`config.mk`:
```
export PLATFORM = sky130hd
export DESIGN_NAME = mem_port_ctrl
export DESIGN_NICKNAME = d
export VERILOG_FILES = /design/src/rtl/mem_port_pkg.sv /design/src/rtl/tag_fifo.sv /design/src/rtl/mem_port_ctrl.sv
export SDC_FILE = /design/constraint.sdc
export NUM_CORES = 1
export LEC_CHECK = 0
export ABC_CLOCK_PERIOD_IN_PS = 2900
export CAP_MARGIN = 20
export CORE_UTILIZATION = 35
export CTS_BUF_LIST = sky130_fd_sc_hd__clkbuf_4 sky130_fd_sc_hd__clkbuf_8
export CTS_CLUSTER_DIAMETER = 100
export DETAILED_ROUTE_END_ITERATION = 7
export PLACE_DENSITY = 0.77
export SLEW_MARGIN = 20
export SYNTH_ARGS = -nofsm -noshare
export SYNTH_HDL_FRONTEND = slang
export SYNTH_SLANG_ARGS = --single-unit
```
`constraint.sdc`:
```
create_clock -name clk -period 2.9 [get_ports clk]
set_input_delay 0.58 -clock clk [delete_from_list [all_inputs] [get_ports clk]]
set_output_delay 0.58 -clock clk [all_outputs]
set_load 0.05 [all_outputs]
```
`src/rtl/mem_port_pkg.sv`:
```
// Shared types and defaults for the pipelined memory-stage port controller.
// The optional response timeout is enabled with the MEM_TIMEOUT_EN macro (see mem_port_ctrl).
package mem_port_pkg;

    typedef enum logic {
        LOAD  = 1'b0,
        STORE = 1'b1
    } mem_op_e;

    localparam int MAX_OUTST_DEF = 2;
    localparam int TIMEOUT_DEF   = 255;
    localparam int DATA_W_DEF    = 32;
    localparam int ADDR_W_DEF    = 32;
    localparam int TAG_W_DEF     = 5;

    typedef struct packed {
        mem_op_e                     op;
        logic [ADDR_W_DEF-1:0]       addr;
        logic [DATA_W_DEF-1:0]       wdata;
        logic [DATA_W_DEF/8-1:0]     be;
        logic [TAG_W_DEF-1:0]        tag;
    } req_t;

    typedef struct packed {
        logic [DATA_W_DEF-1:0]       data;
        logic [TAG_W_DEF-1:0]        tag;
    } rsp_t;

endpackage

```
`src/rtl/tag_fifo.sv`:
```
// Small synchronous FIFO holding destination tags of loads in flight.
// A push into a full FIFO is taken when a pop happens in the same cycle.
module tag_fifo #(
    parameter int DEPTH = 2,
    parameter int WIDTH = 5
) (
    input  logic                   clk,
    input  logic                   rst,
    input  logic                   push,
    input  logic                   pop,
    input  logic [WIDTH-1:0]       wdata,
    output logic [WIDTH-1:0]       rdata,
    output logic                   full,
    output logic                   empty,
    output logic [$clog2(DEPTH):0] count
);

    localparam int CNT_W = $clog2(DEPTH) + 1;
    localparam int PTR_W = (DEPTH > 1) ? $clog2(DEPTH) : 1;

    logic [WIDTH-1:0] mem_q [DEPTH];
    logic [WIDTH-1:0] mem_d [DEPTH];
    logic [PTR_W-1:0] wr_ptr_q, wr_ptr_d;
    logic [PTR_W-1:0] rd_ptr_q, rd_ptr_d;
    logic [CNT_W-1:0] cnt_q, cnt_d;
    logic             do_push_s;
    logic             do_pop_s;

    function automatic logic [PTR_W-1:0] ptr_inc(input logic [PTR_W-1:0] p);
        if (p == PTR_W'(DEPTH - 1)) begin
            return '0;
        end else begin
            return p + PTR_W'(1);
        end
    endfunction

    assign empty     = (cnt_q == CNT_W'(0));
    assign full      = (cnt_q == CNT_W'(DEPTH));
    assign count     = cnt_q;
    assign rdata     = mem_q[rd_ptr_q];
    assign do_pop_s  = pop & ~empty;
    assign do_push_s = push & (~full | do_pop_s);

    // Next-state for storage, pointers and occupancy.
    always_comb begin
        mem_d    = mem_q;
        wr_ptr_d = wr_ptr_q;
        rd_ptr_d = rd_ptr_q;
        cnt_d    = cnt_q;
        if (do_push_s) begin
            mem_d[wr_ptr_q] = wdata;
            wr_ptr_d        = ptr_inc(wr_ptr_q);
        end else begin
            wr_ptr_d = wr_ptr_q;
        end
        if (do_pop_s) begin
            rd_ptr_d = ptr_inc(rd_ptr_q);
        end else begin
            rd_ptr_d = rd_ptr_q;
        end
        case ({do_push_s, do_pop_s})
            2'b10:   cnt_d = cnt_q + CNT_W'(1);
            2'b01:   cnt_d = cnt_q - CNT_W'(1);
            default: cnt_d = cnt_q;
        endcase
    end

    // FIFO state register with synchronous flush.
    always_ff @(posedge clk) begin
        if (rst) begin
            for (int i = 0; i < DEPTH; i++) begin
                mem_q[i] <= '0;
            end
            wr_ptr_q <= '0;
            rd_ptr_q <= '0;
            cnt_q    <= '0;
        end else begin
            mem_q    <= mem_d;
            wr_ptr_q <= wr_ptr_d;
            rd_ptr_q <= rd_ptr_d;
            cnt_q    <= cnt_d;
        end
    end

endmodule

```
`src/rtl/mem_port_ctrl.sv`:
```
// Pipelined memory-stage port: up to MAX_OUTST in-order loads, posted byte-enabled stores.
// Define MEM_TIMEOUT_EN to add a bus-response timeout that retires a hung load and sets err.
module mem_port_ctrl
    import mem_port_pkg::*;
#(
    parameter int DATA_W      = 32,
    parameter int ADDR_W      = 32,
    parameter int MAX_OUTST   = MAX_OUTST_DEF,
    parameter int TAG_W       = 5,
    parameter int TIMEOUT_CYC = TIMEOUT_DEF
) (
    input  logic                         clk,
    input  logic                         rst,
    input  logic                         req_valid,
    input  logic                         req_wr,
    input  logic [ADDR_W-1:0]            req_addr,
    input  logic [DATA_W-1:0]            req_wdata,
    input  logic [DATA_W/8-1:0]          req_be,
    input  logic [TAG_W-1:0]             req_tag,
    output logic                         stall,
    output logic                         bus_en,
    output logic                         bus_wr_en,
    output logic [ADDR_W-1:0]            bus_addr,
    output logic [DATA_W-1:0]            bus_wdata,
    output logic [DATA_W/8-1:0]          bus_be,
    input  logic                         bus_valid,
    input  logic [DATA_W-1:0]            bus_rdata,
    output logic                         rsp_valid,
    output logic [DATA_W-1:0]            rsp_data,
    output logic [TAG_W-1:0]             rsp_tag,
    output logic [$clog2(MAX_OUTST):0]   outst_cnt,
    output logic                         err
);

    localparam int BE_W  = DATA_W / 8;
    localparam int CNT_W = $clog2(MAX_OUTST) + 1;

    if (MAX_OUTST < 1 || TIMEOUT_CYC < 1 || (DATA_W % 8) != 0) begin : g_bad_param
        $error("mem_port_ctrl: illegal parameter combination");
    end

    mem_op_e           op_s;
    logic              fifo_full_s;
    logic              fifo_empty_s;
    logic [CNT_W-1:0]  fifo_cnt_s;
    logic [TAG_W-1:0]  head_tag_s;
    logic              bus_pop_s;
    logic              tmo_pop_s;
    logic              pop_s;
    logic              load_acc_s;
    logic              store_acc_s;

    logic              bus_en_q,    bus_en_d;
    logic              bus_wr_en_q, bus_wr_en_d;
    logic [ADDR_W-1:0] bus_addr_q,  bus_addr_d;
    logic [DATA_W-1:0] bus_wdata_q, bus_wdata_d;
    logic [BE_W-1:0]   bus_be_q,    bus_be_d;
    logic              rsp_valid_q, rsp_valid_d;
    logic [DATA_W-1:0] rsp_data_q,  rsp_data_d;
    logic [TAG_W-1:0]  rsp_tag_q,   rsp_tag_d;
    logic              err_q,       err_d;

    assign op_s      = req_wr ? STORE : LOAD;
    assign bus_pop_s = bus_valid & ~fifo_empty_s;
    assign pop_s     = bus_pop_s | tmo_pop_s;

    // A full queue still takes a load when its head retires in the same cycle;
    // stores wait for an empty queue so they never overtake a pending load.
    assign load_acc_s  = req_valid & (op_s == LOAD) & (~fifo_full_s | pop_s);
    assign store_acc_s = req_valid & (op_s == STORE) & fifo_empty_s;
    assign stall       = req_valid & ~(load_acc_s | store_acc_s);

    tag_fifo #(
        .DEPTH (MAX_OUTST),
        .WIDTH (TAG_W)
    ) u_tag_fifo (
        .clk   (clk),
        .rst   (rst),
        .push  (load_acc_s),
        .pop   (pop_s),
        .wdata (req_tag),
        .rdata (head_tag_s),
        .full  (fifo_full_s),
        .empty (fifo_empty_s),
        .count (fifo_cnt_s)
    );

`ifdef MEM_TIMEOUT_EN
    localparam int TO_W = $clog2(TIMEOUT_CYC + 1);

    logic [TO_W-1:0] to_cnt_q, to_cnt_d;

    // Timeout counter: runs while loads are pending, restarts on any bus response.
    always_comb begin
        to_cnt_d  = to_cnt_q;
        tmo_pop_s = 1'b0;
        if (fifo_empty_s || bus_valid) begin
            to_cnt_d = '0;
        end else if (to_cnt_q == TO_W'(TIMEOUT_CYC - 1)) begin
            tmo_pop_s = 1'b1;
            to_cnt_d  = '0;
        end else begin
            to_cnt_d = to_cnt_q + TO_W'(1);
        end
    end

    // Timeout counter register.
    always_ff @(posedge clk) begin
        if (rst) begin
            to_cnt_q <= '0;
        end else begin
            to_cnt_q <= to_cnt_d;
        end
    end
`else
    assign tmo_pop_s = 1'b0;
`endif

    // Next values of the registered bus and response outputs.
    always_comb begin
        bus_en_d    = load_acc_s;
        bus_wr_en_d = store_acc_s;
        bus_addr_d  = bus_addr_q;
        bus_wdata_d = bus_wdata_q;
        bus_be_d    = bus_be_q;
        rsp_valid_d = pop_s;
        rsp_data_d  = rsp_data_q;
        rsp_tag_d   = rsp_tag_q;
        err_d       = err_q | tmo_pop_s;
        if (load_acc_s || store_acc_s) begin
            bus_addr_d = req_addr;
            bus_be_d   = req_be;
        end else begin
            bus_addr_d = bus_addr_q;
        end
        if (store_acc_s) begin
            bus_wdata_d = req_wdata;
        end else begin
            bus_wdata_d = bus_wdata_q;
        end
        if (bus_pop_s) begin
            rsp_data_d = bus_rdata;
            rsp_tag_d  = head_tag_s;
        end else if (tmo_pop_s) begin
            rsp_data_d = '0;
            rsp_tag_d  = head_tag_s;
        end else begin
            rsp_data_d = rsp_data_q;
        end
    end

    // Output registers.
    always_ff @(posedge clk) begin
        if (rst) begin
            bus_en_q    <= 1'b0;
            bus_wr_en_q <= 1'b0;
            bus_addr_q  <= '0;
            bus_wdata_q <= '0;
            bus_be_q    <= '0;
            rsp_valid_q <= 1'b0;
            rsp_data_q  <= '0;
            rsp_tag_q   <= '0;
            err_q       <= 1'b0;
        end else begin
            bus_en_q    <= bus_en_d;
            bus_wr_en_q <= bus_wr_en_d;
            bus_addr_q  <= bus_addr_d;
            bus_wdata_q <= bus_wdata_d;
            bus_be_q    <= bus_be_d;
            rsp_valid_q <= rsp_valid_d;
            rsp_data_q  <= rsp_data_d;
            rsp_tag_q   <= rsp_tag_d;
            err_q       <= err_d;
        end
    end

    assign bus_en    = bus_en_q;
    assign bus_wr_en = bus_wr_en_q;
    assign bus_addr  = bus_addr_q;
    assign bus_wdata = bus_wdata_q;
    assign bus_be    = bus_be_q;
    assign rsp_valid = rsp_valid_q;
    assign rsp_data  = rsp_data_q;
    assign rsp_tag   = rsp_tag_q;
    assign outst_cnt = fifo_cnt_s;
    assign err       = err_q;

endmodule
```
==> results of run 1 <==
==> cells by family (layout without fill, tap and decap cells) <==
group	after synthesis	count (layout)	synth area share, %
and+or+nand+nor	236	236	24.0
DFF	122	122	50.9
AOI/OAI and AO/OA	75	75	8.39
muxes	51	51	10.6
buffers and inverters	42	260	5.18
xor gates and xnor gates	3	3	0.547
adders and majority gates	1	1	0.261
other	1	1	0.0781
==> flip-flops by register name (all words and copies together) (netlist names), 2 cells and up <==
register / flops
bus_wdata: 32
u_tag_fifo.count: 2
bus_be: 4
u_tag_fifo.mem_q: 10
rsp_tag: 5
bus_addr: 32
rsp_data: 32
==> per-stage QoR <==
stage	instance area [um^2]	total power, mW
2_1_floorplan	4800	3.81
3_3_place_gp	7080	4.55
3_5_place_dp	7080	4.59
4_1_cts	7480	6.12
5_1_grt	7480	6.35
6_report	7480	6.03
==> synthesized netlist by cell type <==
library cell,count
inv_2,1
mux2i_1,51
nor4bb_1,1
nor3b_2,1
conb_1,1
or3_1,1
nor2b_1,1
nand4bb_1,1
nand2b_1,88
clkbuf_1,14
xnor2_1,2
dfxtp_1,122
or2_2,1
o21ai_4,1
ha_1,1
a21oi_1,66
nand2_1,128
or3_2,1
buf_2,13
buf_4,2
buf_1,3
nor2_1,12
o21ai_0,2
o2bb2ai_1,1
xor2_1,1
nor3b_4,1
a211oi_1,5
buf_6,9
==> final timing paths <==
kind | from | cells past startpoint | slack [ns] | end
max reg2reg | u_tag_fifo.count[0] | 5 | 0.86 | u_tag_fifo.count[1]
max | u_tag_fifo.count[0] | 1 | 0.32 | outst_cnt[0]
min reg2reg | rsp_data[0] | 2 | 0.45 | rsp_data[0]
min | rsp_data[0] | 2 | 0.45 | rsp_data[0]
==> power by group through the flow <==
| stage | Combinational [mW] | Sequential, mW | Clock [mW] |
|---|---|---|---|
| after global placement | 2.39 | 2.16 | 0 |
| final | 2.41 | 2.13 | 1.49 |
| after floorplan | 0.803 | 3.01 | 0 |
| after CTS | 2.43 | 2.14 | 1.56 |
| after detailed placement | 2.42 | 2.17 | 0 |
| after global routing | 2.55 | 2.17 | 1.64 |
==> layout make-up <==
cell class              instances  share of cell area (%)
repair buffers                228                    30.4
multi-input cells             367                    28.7
clock inverters                 7                    1.22
clock buffers                  24                    4.08
flip-flops and latches        122                    32.7
well taps                     176                    2.95
inverters                       1                  0.0502
==> per-layer routing <==
metal | GRT usage [%] | up-vias | wire (um)
met2 | 28.2 | 192 | 5440
met1 | 20.6 | 1906 | 5170
li1 | - | 2126 | -
met3 | 7.85 | 17 | 1350
met4 | 7.75 | 0 | 205
met5 | 0 | - | 0
==> impl_metrics.json, run 1 <==
{
  "status": "finished clean",
  "grt_pass1_vias": 4107,
  "swShare_pct": 38.7,
  "crit_arrival_ns": 2.00,
  "n_fill_cell": 1130,
  "multiInputGateArea_um2": 2140,
  "syn_area_per_cell_um2": 9.04,
  "ys_seq_elements": 122,
  "p_int_mw": 3.70,
  "initial_core_util_pct": 36.1,
  "path_class": "reg -> out",
  "synth_cells": 531,
  "mostFrequentLayoutCells": "clkdlybuf4s50_1 (218), nand2_1 (128), dfxtp_1 (122)",
  "final_util_pct": 56.2,
  "critPathRequiredTime_ns": 2.32,
  "drive_gt1_share_pct": 6.54,
  "fin_ws_ns": 0.325,
  "ctsHtreeMaxLevel": 4,
  "nets": 848,
  "antenna_found_initial": 0,
  "rsz0062_at_grt": "false",
  "startpoint_type": "flip-flop",
  "wl_um": 12200,
  "path_cells": "clkdlybuf4s50_1",
  "min_period_over_period_pct": 88.8,
  "fin_hold_ws_ns": 0.452,
  "hold_viol_final": 0,
  "io_pins": 222,
  "yosys-top-cells-area": "dfxtp_1 (51%), nand2b_1 (11%), mux2i_1 (11%), nand2_1 (10%), a21oi_1 (6.9%)",
  "power_leakage_nw": 2.76,
  "combPwrFrac_pct": 39.9,
  "chipWidth_um": 119,
  "drcViolationCount": 0,
  "p_switching_mw": 2.34,
  "path_buf_inv": 1,
  "postRouteAntennaNets": 0,
  "synth_area_um2": 4800,
  "worst_slew_pin_slew_ns": 0.613,
  "p_clk_share_pct": 24.8,
  "yosys_warnings": 0,
  "fin_crit_ns": 2.58,
  "place_hpwl_um": 8660,
  "layout_commonest_cell": "clkdlybuf4s50_1",
  "post_cts_buffers": 0,
  "yosysTopAreaCell": "dfxtp_1",
  "root_buffer": "clkbuf_8",
  "crit_fanout": 9,
  "finClkSkew_ns": 0.00864,
  "worstSetupEndpointType": "output pin",
  "fin_setup_tns_ns": 0,
  "coreArea_um2": 13300,
  "max_stage_delay_ns": 0.94,
  "first_pass_iters": 4,
  "synth_top_cell_area_share_pct": 50.9,
  "insertion_delay_ns": 0.42,
  "ctsHoldBuffers": 0,
  "cts_buffers": 17,
  "cts.sink_count": 122,
  "syn2layout_area_growth_pct": 55.7,
  "path_clk_slew_ns": 0.06,
  "peakVddDrop_uv": 334,
  "cts_tree": "built",
  "vias": 4241,
  "num_rows": 42,
  "grt_pass1_wl_um": 19700,
  "ys_seq_area_share_pct": 50.9,
  "antenna_cells": 0,
  "critPathTopFamily": "buffers and inverters",
  "place_ws_ns": 0.301,
  "dp_cells": 894,
  "ff_latch_area_um2": 2440,
  "synth_nets": 642,
  "die_h_um": 119,
  "die-area_um2": 14200,
  "cap_viol_max_count": 0,
  "grt_overflow": 0,
  "ys_types": 28,
  "track_usage_pct": 17.8,
  "port_buffers": 220,
  "seqPwrFrac_pct": 35.3,
  "maxSlewHeadroom_pct": 59.2,
  "routed_via_density": 4.58,
  "gp_congestion": 0.857,
  "wl_per_cell_um": 13.2,
  "grt_max_degree": 91,
  "instances_no_fill": 925,
  "fmax_ghz": 0.388,
  "first_iter_violations": 160,
  "slowest_stage": "clkdlybuf4s50_1",
  "power_density_nw_per_um2": 807,
  "cts_resized": 0,
  "slew_violations": 0,
  "cts_max_path_buffers": 2,
  "hold_class": "reg -> reg",
  "setup_viol": 0
}
No activity file was read; power rests on OpenSTA's default activity.
==> run 2: changes to the inputs <==
Settings changed: HOLD_SLACK_MARGIN from default to 0.02.
==> results of run 2 <==
Final layout, timing and power as in run 1 (identical DEF).
